`config.mk`:
```
export PLATFORM = sky130hd
export DESIGN_NAME = mem_access_unit_flat
export DESIGN_NICKNAME = d
export VERILOG_FILES = /design/src/rtl/mem_access_unit.sv /design/src/rtl/mem_access_unit_if.sv /design/src/flat_wrapper.sv
export SDC_FILE = /design/constraint.sdc
export NUM_CORES = 1
export LEC_CHECK = 0
export ABC_AREA = 0
export BUFFER_PORTS_ARGS = -buffer_cell sky130_fd_sc_hd__buf_2
export CAP_MARGIN = 20
export CELL_PAD_IN_SITES_DETAIL_PLACEMENT = 1
export CELL_PAD_IN_SITES_GLOBAL_PLACEMENT = 2
export CORE_MARGIN = 10
export CORE_UTILIZATION = 29
export DETAILED_ROUTE_END_ITERATION = 10
export PLACE_DENSITY_LB_ADDON = 0.1
export REMOVE_ABC_BUFFERS = 1
export SETUP_SLACK_MARGIN = 0.02
export SYNTH_ARGS = -nofsm -noshare
export SYNTH_HDL_FRONTEND = slang
export SYNTH_SLANG_ARGS = --single-unit
```
`constraint.sdc`:
```
create_clock -name clk -period 2.7 [get_ports clk]
set_input_delay 0.135 -clock clk [delete_from_list [all_inputs] [get_ports clk]]
set_output_delay 0.135 -clock clk [all_outputs]
set_load 0.02 [all_outputs]
```
`src/rtl/mem_access_unit.sv`:
```
// MEM-stage load/store unit: turns EX/MEM ops into one bus request each,
// aligns store lanes, extends load data and stalls the pipeline meanwhile.
package control_types_pkg;
    typedef enum logic [3:0] {
        MEM_NOP, MEM_LB, MEM_LH, MEM_LW, MEM_LBU, MEM_LHU, MEM_SB, MEM_SH, MEM_SW
    } mem_op_t;
endpackage

module mem_access_unit
    import control_types_pkg::*;
(
    input  logic                      clk,
    input  logic                      rst,
    input  logic                      mem_do_write_ctrl_mem,
    input  mem_op_t                   mem_ctrl_mem,
    input  logic [31:0]               alu_result_mem,
    input  logic [31:0]               mem_data_in_mem,
    mem_access_unit_if.master         dmem,
    output logic [31:0]               load_data_mem,
    output logic                      mem_stall,
    output logic                      misaligned_fault
);
    typedef enum logic [1:0] {IDLE, REQ, WAIT, DONE} state_t;

    state_t      state;
    mem_op_t     op_q;
    logic [1:0]  off_q;

    logic        is_store, is_load, active, misaligned;
    logic [3:0]  be_n;
    logic [31:0] wdata_n, shifted, ext;

    always_comb begin
        is_store   = mem_ctrl_mem inside {MEM_SB, MEM_SH, MEM_SW};
        is_load    = mem_ctrl_mem inside {MEM_LB, MEM_LH, MEM_LW, MEM_LBU, MEM_LHU};
        active     = is_load | (is_store & mem_do_write_ctrl_mem);
        misaligned = ((mem_ctrl_mem inside {MEM_LH, MEM_LHU, MEM_SH}) & alu_result_mem[0]) |
                     ((mem_ctrl_mem inside {MEM_LW, MEM_SW}) & (alu_result_mem[1:0] != 2'b00));
        be_n    = 4'b1111;
        wdata_n = mem_data_in_mem;
        case (mem_ctrl_mem)
            MEM_SB: begin
                be_n    = 4'b0001 << alu_result_mem[1:0];
                wdata_n = {4{mem_data_in_mem[7:0]}};
            end
            MEM_SH: begin
                be_n    = alu_result_mem[1] ? 4'b1100 : 4'b0011;
                wdata_n = {2{mem_data_in_mem[15:0]}};
            end
            default: ;
        endcase
    end

    // Byte lane selected by the latched offset lands in bits [7:0]/[15:0].
    always_comb begin
        shifted = dmem.dmem_resp_rdata >> {off_q, 3'b000};
        case (op_q)
            MEM_LB:  ext = {{24{shifted[7]}}, shifted[7:0]};
            MEM_LBU: ext = {24'd0, shifted[7:0]};
            MEM_LH:  ext = {{16{shifted[15]}}, shifted[15:0]};
            MEM_LHU: ext = {16'd0, shifted[15:0]};
            default: ext = shifted;
        endcase
    end

    // Stall is combinational on the incoming op so the pipeline freezes the
    // very cycle an access first shows up.
    assign mem_stall = ((state == IDLE) & active) | (state == REQ) | (state == WAIT);

    always_ff @(posedge clk) begin
        if (rst) begin
            state               <= IDLE;
            op_q                <= MEM_NOP;
            off_q               <= 2'b00;
            dmem.dmem_req_valid <= 1'b0;
            dmem.dmem_req_we    <= 1'b0;
            dmem.dmem_req_addr  <= 32'd0;
            dmem.dmem_req_wdata <= 32'd0;
            dmem.dmem_req_be    <= 4'd0;
            load_data_mem       <= 32'd0;
            misaligned_fault    <= 1'b0;
        end else begin
            case (state)
                IDLE: if (active) begin
                    op_q  <= mem_ctrl_mem;
                    off_q <= alu_result_mem[1:0];
                    if (misaligned) begin
                        state            <= DONE;
                        misaligned_fault <= 1'b1;
                        load_data_mem    <= 32'd0;
                    end else begin
                        state               <= REQ;
                        dmem.dmem_req_valid <= 1'b1;
                        dmem.dmem_req_we    <= is_store;
                        dmem.dmem_req_addr  <= {alu_result_mem[31:2], 2'b00};
                        dmem.dmem_req_wdata <= wdata_n;
                        dmem.dmem_req_be    <= be_n;
                    end
                end
                REQ: if (dmem.dmem_req_ready) begin
                    dmem.dmem_req_valid <= 1'b0;
                    state               <= dmem.dmem_req_we ? DONE : WAIT;
                end
                WAIT: if (dmem.dmem_resp_valid) begin
                    load_data_mem <= ext;
                    state         <= DONE;
                end
                DONE: begin
                    misaligned_fault <= 1'b0;
                    state            <= IDLE;
                end
                default: state <= IDLE;
            endcase
        end
    end
endmodule
```
`src/rtl/mem_access_unit_if.sv`:
```
// Data-memory request/response bus between the MEM-stage access unit (master)
// and the data memory (slave).
interface mem_access_unit_if;
    logic        dmem_req_valid;
    logic        dmem_req_ready;
    logic        dmem_req_we;
    logic [31:0] dmem_req_addr;
    logic [31:0] dmem_req_wdata;
    logic [3:0]  dmem_req_be;
    logic        dmem_resp_valid;
    logic [31:0] dmem_resp_rdata;

    modport master (
        output dmem_req_valid, dmem_req_we, dmem_req_addr, dmem_req_wdata, dmem_req_be,
        input  dmem_req_ready, dmem_resp_valid, dmem_resp_rdata
    );

    modport slave (
        input  dmem_req_valid, dmem_req_we, dmem_req_addr, dmem_req_wdata, dmem_req_be,
        output dmem_req_ready, dmem_resp_valid, dmem_resp_rdata
    );
endinterface

```
`src/flat_wrapper.sv`:
```
// flat-port wrapper written by rule: the top's interface ports become plain ports
module mem_access_unit_flat import control_types_pkg::*;
  (clk, rst, mem_do_write_ctrl_mem, mem_ctrl_mem, alu_result_mem, mem_data_in_mem, load_data_mem, mem_stall, misaligned_fault, dmem_dmem_req_valid, dmem_dmem_req_we, dmem_dmem_req_addr, dmem_dmem_req_wdata, dmem_dmem_req_be, dmem_dmem_req_ready, dmem_dmem_resp_valid, dmem_dmem_resp_rdata);
  mem_access_unit_if dmem_i ();
  input  logic clk;
  input  logic rst;
  input  logic mem_do_write_ctrl_mem;
  input  mem_op_t mem_ctrl_mem;
  input  logic [31:0] alu_result_mem;
  input  logic [31:0] mem_data_in_mem;
  output logic [31:0] load_data_mem;
  output logic mem_stall;
  output logic misaligned_fault;
  output wire logic [$bits(dmem_i.dmem_req_valid)-1:0] dmem_dmem_req_valid;
  output wire logic [$bits(dmem_i.dmem_req_we)-1:0] dmem_dmem_req_we;
  output wire logic [$bits(dmem_i.dmem_req_addr)-1:0] dmem_dmem_req_addr;
  output wire logic [$bits(dmem_i.dmem_req_wdata)-1:0] dmem_dmem_req_wdata;
  output wire logic [$bits(dmem_i.dmem_req_be)-1:0] dmem_dmem_req_be;
  input wire logic [$bits(dmem_i.dmem_req_ready)-1:0] dmem_dmem_req_ready;
  input wire logic [$bits(dmem_i.dmem_resp_valid)-1:0] dmem_dmem_resp_valid;
  input wire logic [$bits(dmem_i.dmem_resp_rdata)-1:0] dmem_dmem_resp_rdata;
  assign dmem_dmem_req_valid = dmem_i.dmem_req_valid;
  assign dmem_dmem_req_we = dmem_i.dmem_req_we;
  assign dmem_dmem_req_addr = dmem_i.dmem_req_addr;
  assign dmem_dmem_req_wdata = dmem_i.dmem_req_wdata;
  assign dmem_dmem_req_be = dmem_i.dmem_req_be;
  assign dmem_i.dmem_req_ready = dmem_dmem_req_ready;
  assign dmem_i.dmem_resp_valid = dmem_dmem_resp_valid;
  assign dmem_i.dmem_resp_rdata = dmem_dmem_resp_rdata;
  mem_access_unit u_core (.clk(clk), .rst(rst), .mem_do_write_ctrl_mem(mem_do_write_ctrl_mem), .mem_ctrl_mem(mem_ctrl_mem), .alu_result_mem(alu_result_mem), .mem_data_in_mem(mem_data_in_mem), .dmem(dmem_i), .load_data_mem(load_data_mem), .mem_stall(mem_stall), .misaligned_fault(misaligned_fault));
endmodule
```
==> impl_metrics.ini <==
[outcome]
outcome = finished, final reports clean

[clock_tree]
cts_tree = done
htreeDepth = 3
clockBufferDepth = 2
cts-root-buf = clkbuf_16
clkSlewWorstSetupHoldPaths_ns = 0.08
insertion_delay_ns = 0.35
cts_buffers = 9
cts_resized = 0
cts_num_sinks = 109

[synthesis]
synth-edff-count = 0
seq_area_frac_synth = 0.415
synthFlopType = dfxtp_1
syn-cell-area_um2 = 5260
yosysWarnings = 0
synthArstFlopShare = 0
ys_ff_latch = 109
avgSynthCellArea_um2 = 8.34
synth.distinct_cells = 47
synth_cells = 631

[cells_and_area]
ff_latch_area_um2 = 2180
drive_above_1_share = 0.315
multi_input_area_um2 = 2790
nFillCells = 2225
area_delta_synth_final_pct = 28.7
final_net_count = 917

[route]
wirelength_um = 18700
ant_nets = 0
drt_pre_antenna_iters = 4
drtIter0Drc = 143
wl_per_cell_um = 17.9
vias_per_cell = 4.90
vias = 5120
drcViolationCount = 0

[power]
power_density_nw_per_um2 = 818
ir_worst_vdd_v = 0.000305
p_leak_nw = 3.07

[critical_path]
worstSetupPathType = reg -> reg
path_max_fanout = 16
worst_setup_path_end_kind = flip-flop
critPathLaunchType = flip-flop
crit_buf_inv = 0
cp_cell_sequence = or4b_1, o311ai_4, nand3_1, mux2i_1
startpoint = u_core.op_q[2]$_SDFFE_PP0P_
slowest_stage = o311ai_4
slowest_delay_ns = 0.67
critical_path.top_delay_family = simple AND/OR/NAND/NOR gates
worstPathRequired_ns = 2.98
timing.rr.start = u_core.op_q[2]$_SDFFE_PP0P_
cp_data_arrival_time_ns = 2.28

[job]
max-cap-violations = 0

[place]
routabilityCongestion = 0.773
hpwl_um = 13800
io_buffers = 206

[timing]
setup_viol = 0
maxSlewHeadroom = 0.387
final.setup.tns_ns = 0
rsz0062_at_grt = false
fmax_mhz = 501
skew_ns = 0.00776
hold_viol = 0
tightest_slew_ns = 0.920
whs_ns = 0.0162
slew_viol_final = 0
min_period_ns = 2.00
period_share = 0.739

[hold_path]
hold_class = in -> reg
min-delay-start = alu_result_mem[14]

[die]
die_x_um = 155
dieArea_um2 = 23900
row_count = 49
fp.dieH_um = 155
core_area_um2 = 17900
ioPinCount = 209
initial_utilization = 0.294

[global_route]
grt_pass1_wl_um = 30100
grt_pass1_vias = 5544
overflow = 0
grt_max_degree = 79
antenna_found_initial = 7
track_usage = 0.154
-- worst register-to-register path, stage by stage, from the launching register on --
cell and delay (ns):
dfxtp_1 0.36, or4b_1 0.57, o311ai_4 0.67, nand3_1 0.17, mux2i_1 0.15
-- placed cells by master, fill, tap and decap left out, types with 3 or more instances in the layout --
cell	n
a211oi_1	3
a211oi_2	9
a21oi_1	59
a2bb2oi_1	7
buf_12	3
buf_2	206
buf_4	8
clkbuf_16	9
dfxtp_1	109
diode_2	4
ha_1	5
inv_1	10
mux2_2	7
mux2i_1	69
nand2_1	172
nand3_1	17
nand4b_1	3
nor2_1	25
nor3_1	6
o211ai_1	24
o21ai_0	19
-- state kept, by name (all words and copies together) (netlist names) --
signal / flops
u_core.off_q: 2
u_core.dmem.dmem_req_wdata: 32
u_core.misaligned_fault: 1
u_core.dmem.dmem_req_be: 4
u_core.load_data_mem: 32
u_core.dmem.dmem_req_valid: 1
u_core.state: 2
u_core.dmem.dmem_req_we: 1
u_core.dmem.dmem_req_addr: 30
u_core.op_q: 4
-- cell families after synthesis --
kind of cell               share of synthesized area
and+or+nand+nor                                0.192
AOI/OAI and AO/OA                              0.170
DFF                                            0.415
muxes                                          0.150
buffers and inverters                         0.0587
adders and majority gates                     0.0119
other                                       0.000712
xor gates and xnor gates                     0.00166
-- Yosys cell counts, types with 2 or more instances --
cell type | count | share of area
a211oi_1 | 3 | 0.0043
a211oi_2 | 9 | 0.021
a21boi_0 | 2 | 0.0029
a21oi_1 | 59 | 0.056
a2bb2oi_1 | 7 | 0.012
and4b_1 | 2 | 0.0038
buf_1 | 4 | 0.0029
buf_2 | 10 | 0.0095
buf_4 | 10 | 0.014
buf_6 | 2 | 0.0043
clkbuf_1 | 28 | 0.020
dfxtp_1 | 109 | 0.41
ha_1 | 5 | 0.012
inv_1 | 10 | 0.0071
mux2_2 | 7 | 0.015
mux2i_1 | 69 | 0.13
nand2_1 | 172 | 0.12
nand3_1 | 17 | 0.016
nand4b_1 | 3 | 0.0050
nor2_1 | 25 | 0.018
nor2b_1 | 3 | 0.0036
nor3_1 | 6 | 0.0057
nor4b_1 | 2 | 0.0033
o211ai_1 | 24 | 0.034
o21ai_0 | 19 | 0.018
o31ai_1 | 2 | 0.0029
or4b_1 | 2 | 0.0038
-- repair_timing --
action                                 4_1_cts  5_1_grt
setup buffers                                0        0
endpoints found under the hold margin        1        0
hold buffers                                 1        0
-- worst paths after layout --
check | cells past startpoint | slack [ns] | endpoint
setup / recovery | 4 | 0.70 | u_core.load_data_mem[21]$_SDFFE_PP0P_
hold / removal | 3 | 0.02 | u_core.dmem.dmem_req_addr[14]$_SDFFE_PP0P_
setup reg to reg | 4 | 0.70 | u_core.load_data_mem[21]$_SDFFE_PP0P_
hold reg to reg | 2 | 0.45 | u_core.dmem.dmem_req_wdata[27]$_SDFFE_PP0P_
-- where the power goes --
| part | leakage (nW) | internal (mW) | switching (mW) |
|---|---|---|---|
| clock network | 0.146 | 0.748 | 0.624 |
| logic | 2.03 | 0.822 | 1.38 |
| registers | 0.888 | 1.83 | 0.134 |
-- final cells by class --
| type | count | share of cell area |
|---|---|---|
| clock buffers | 11 | 0.0358 |
| repair buffers | 218 | 0.171 |
| clock inverters | 5 | 0.00887 |
| diodes | 4 | 0.00148 |
| multi-input cells | 458 | 0.412 |
| well taps | 229 | 0.0423 |
| inverters | 11 | 0.00610 |
| flip-flops and latches | 109 | 0.322 |
-- metal layers --
layer / share of wire / GRT usage / vias up
met1: 0.42 / 0.173 / 2416
met5: 0.0029 / 0 / -
li1: - / - / 2526
met2: 0.46 / 0.248 / 146
met3: 0.099 / 0.0757 / 26
met4: 0.019 / 0.0562 / 6
-- through the flow --
step                area [um^2]  setup slack (ns)  total power, mW  std cells   util
floorplan                  5000           -0.0806             3.46        578      -
global placement           6450             0.697             4.20       1024  0.360
detailed placement         6450             0.613             4.25       1024  0.360
CTS                        6760             0.673             5.65       1041  0.378
global route               6770             0.522             5.96       1043  0.378
finish                     6770             0.704             5.54       1045  0.378
Note: power is estimated with default switching activity, not from simulation.
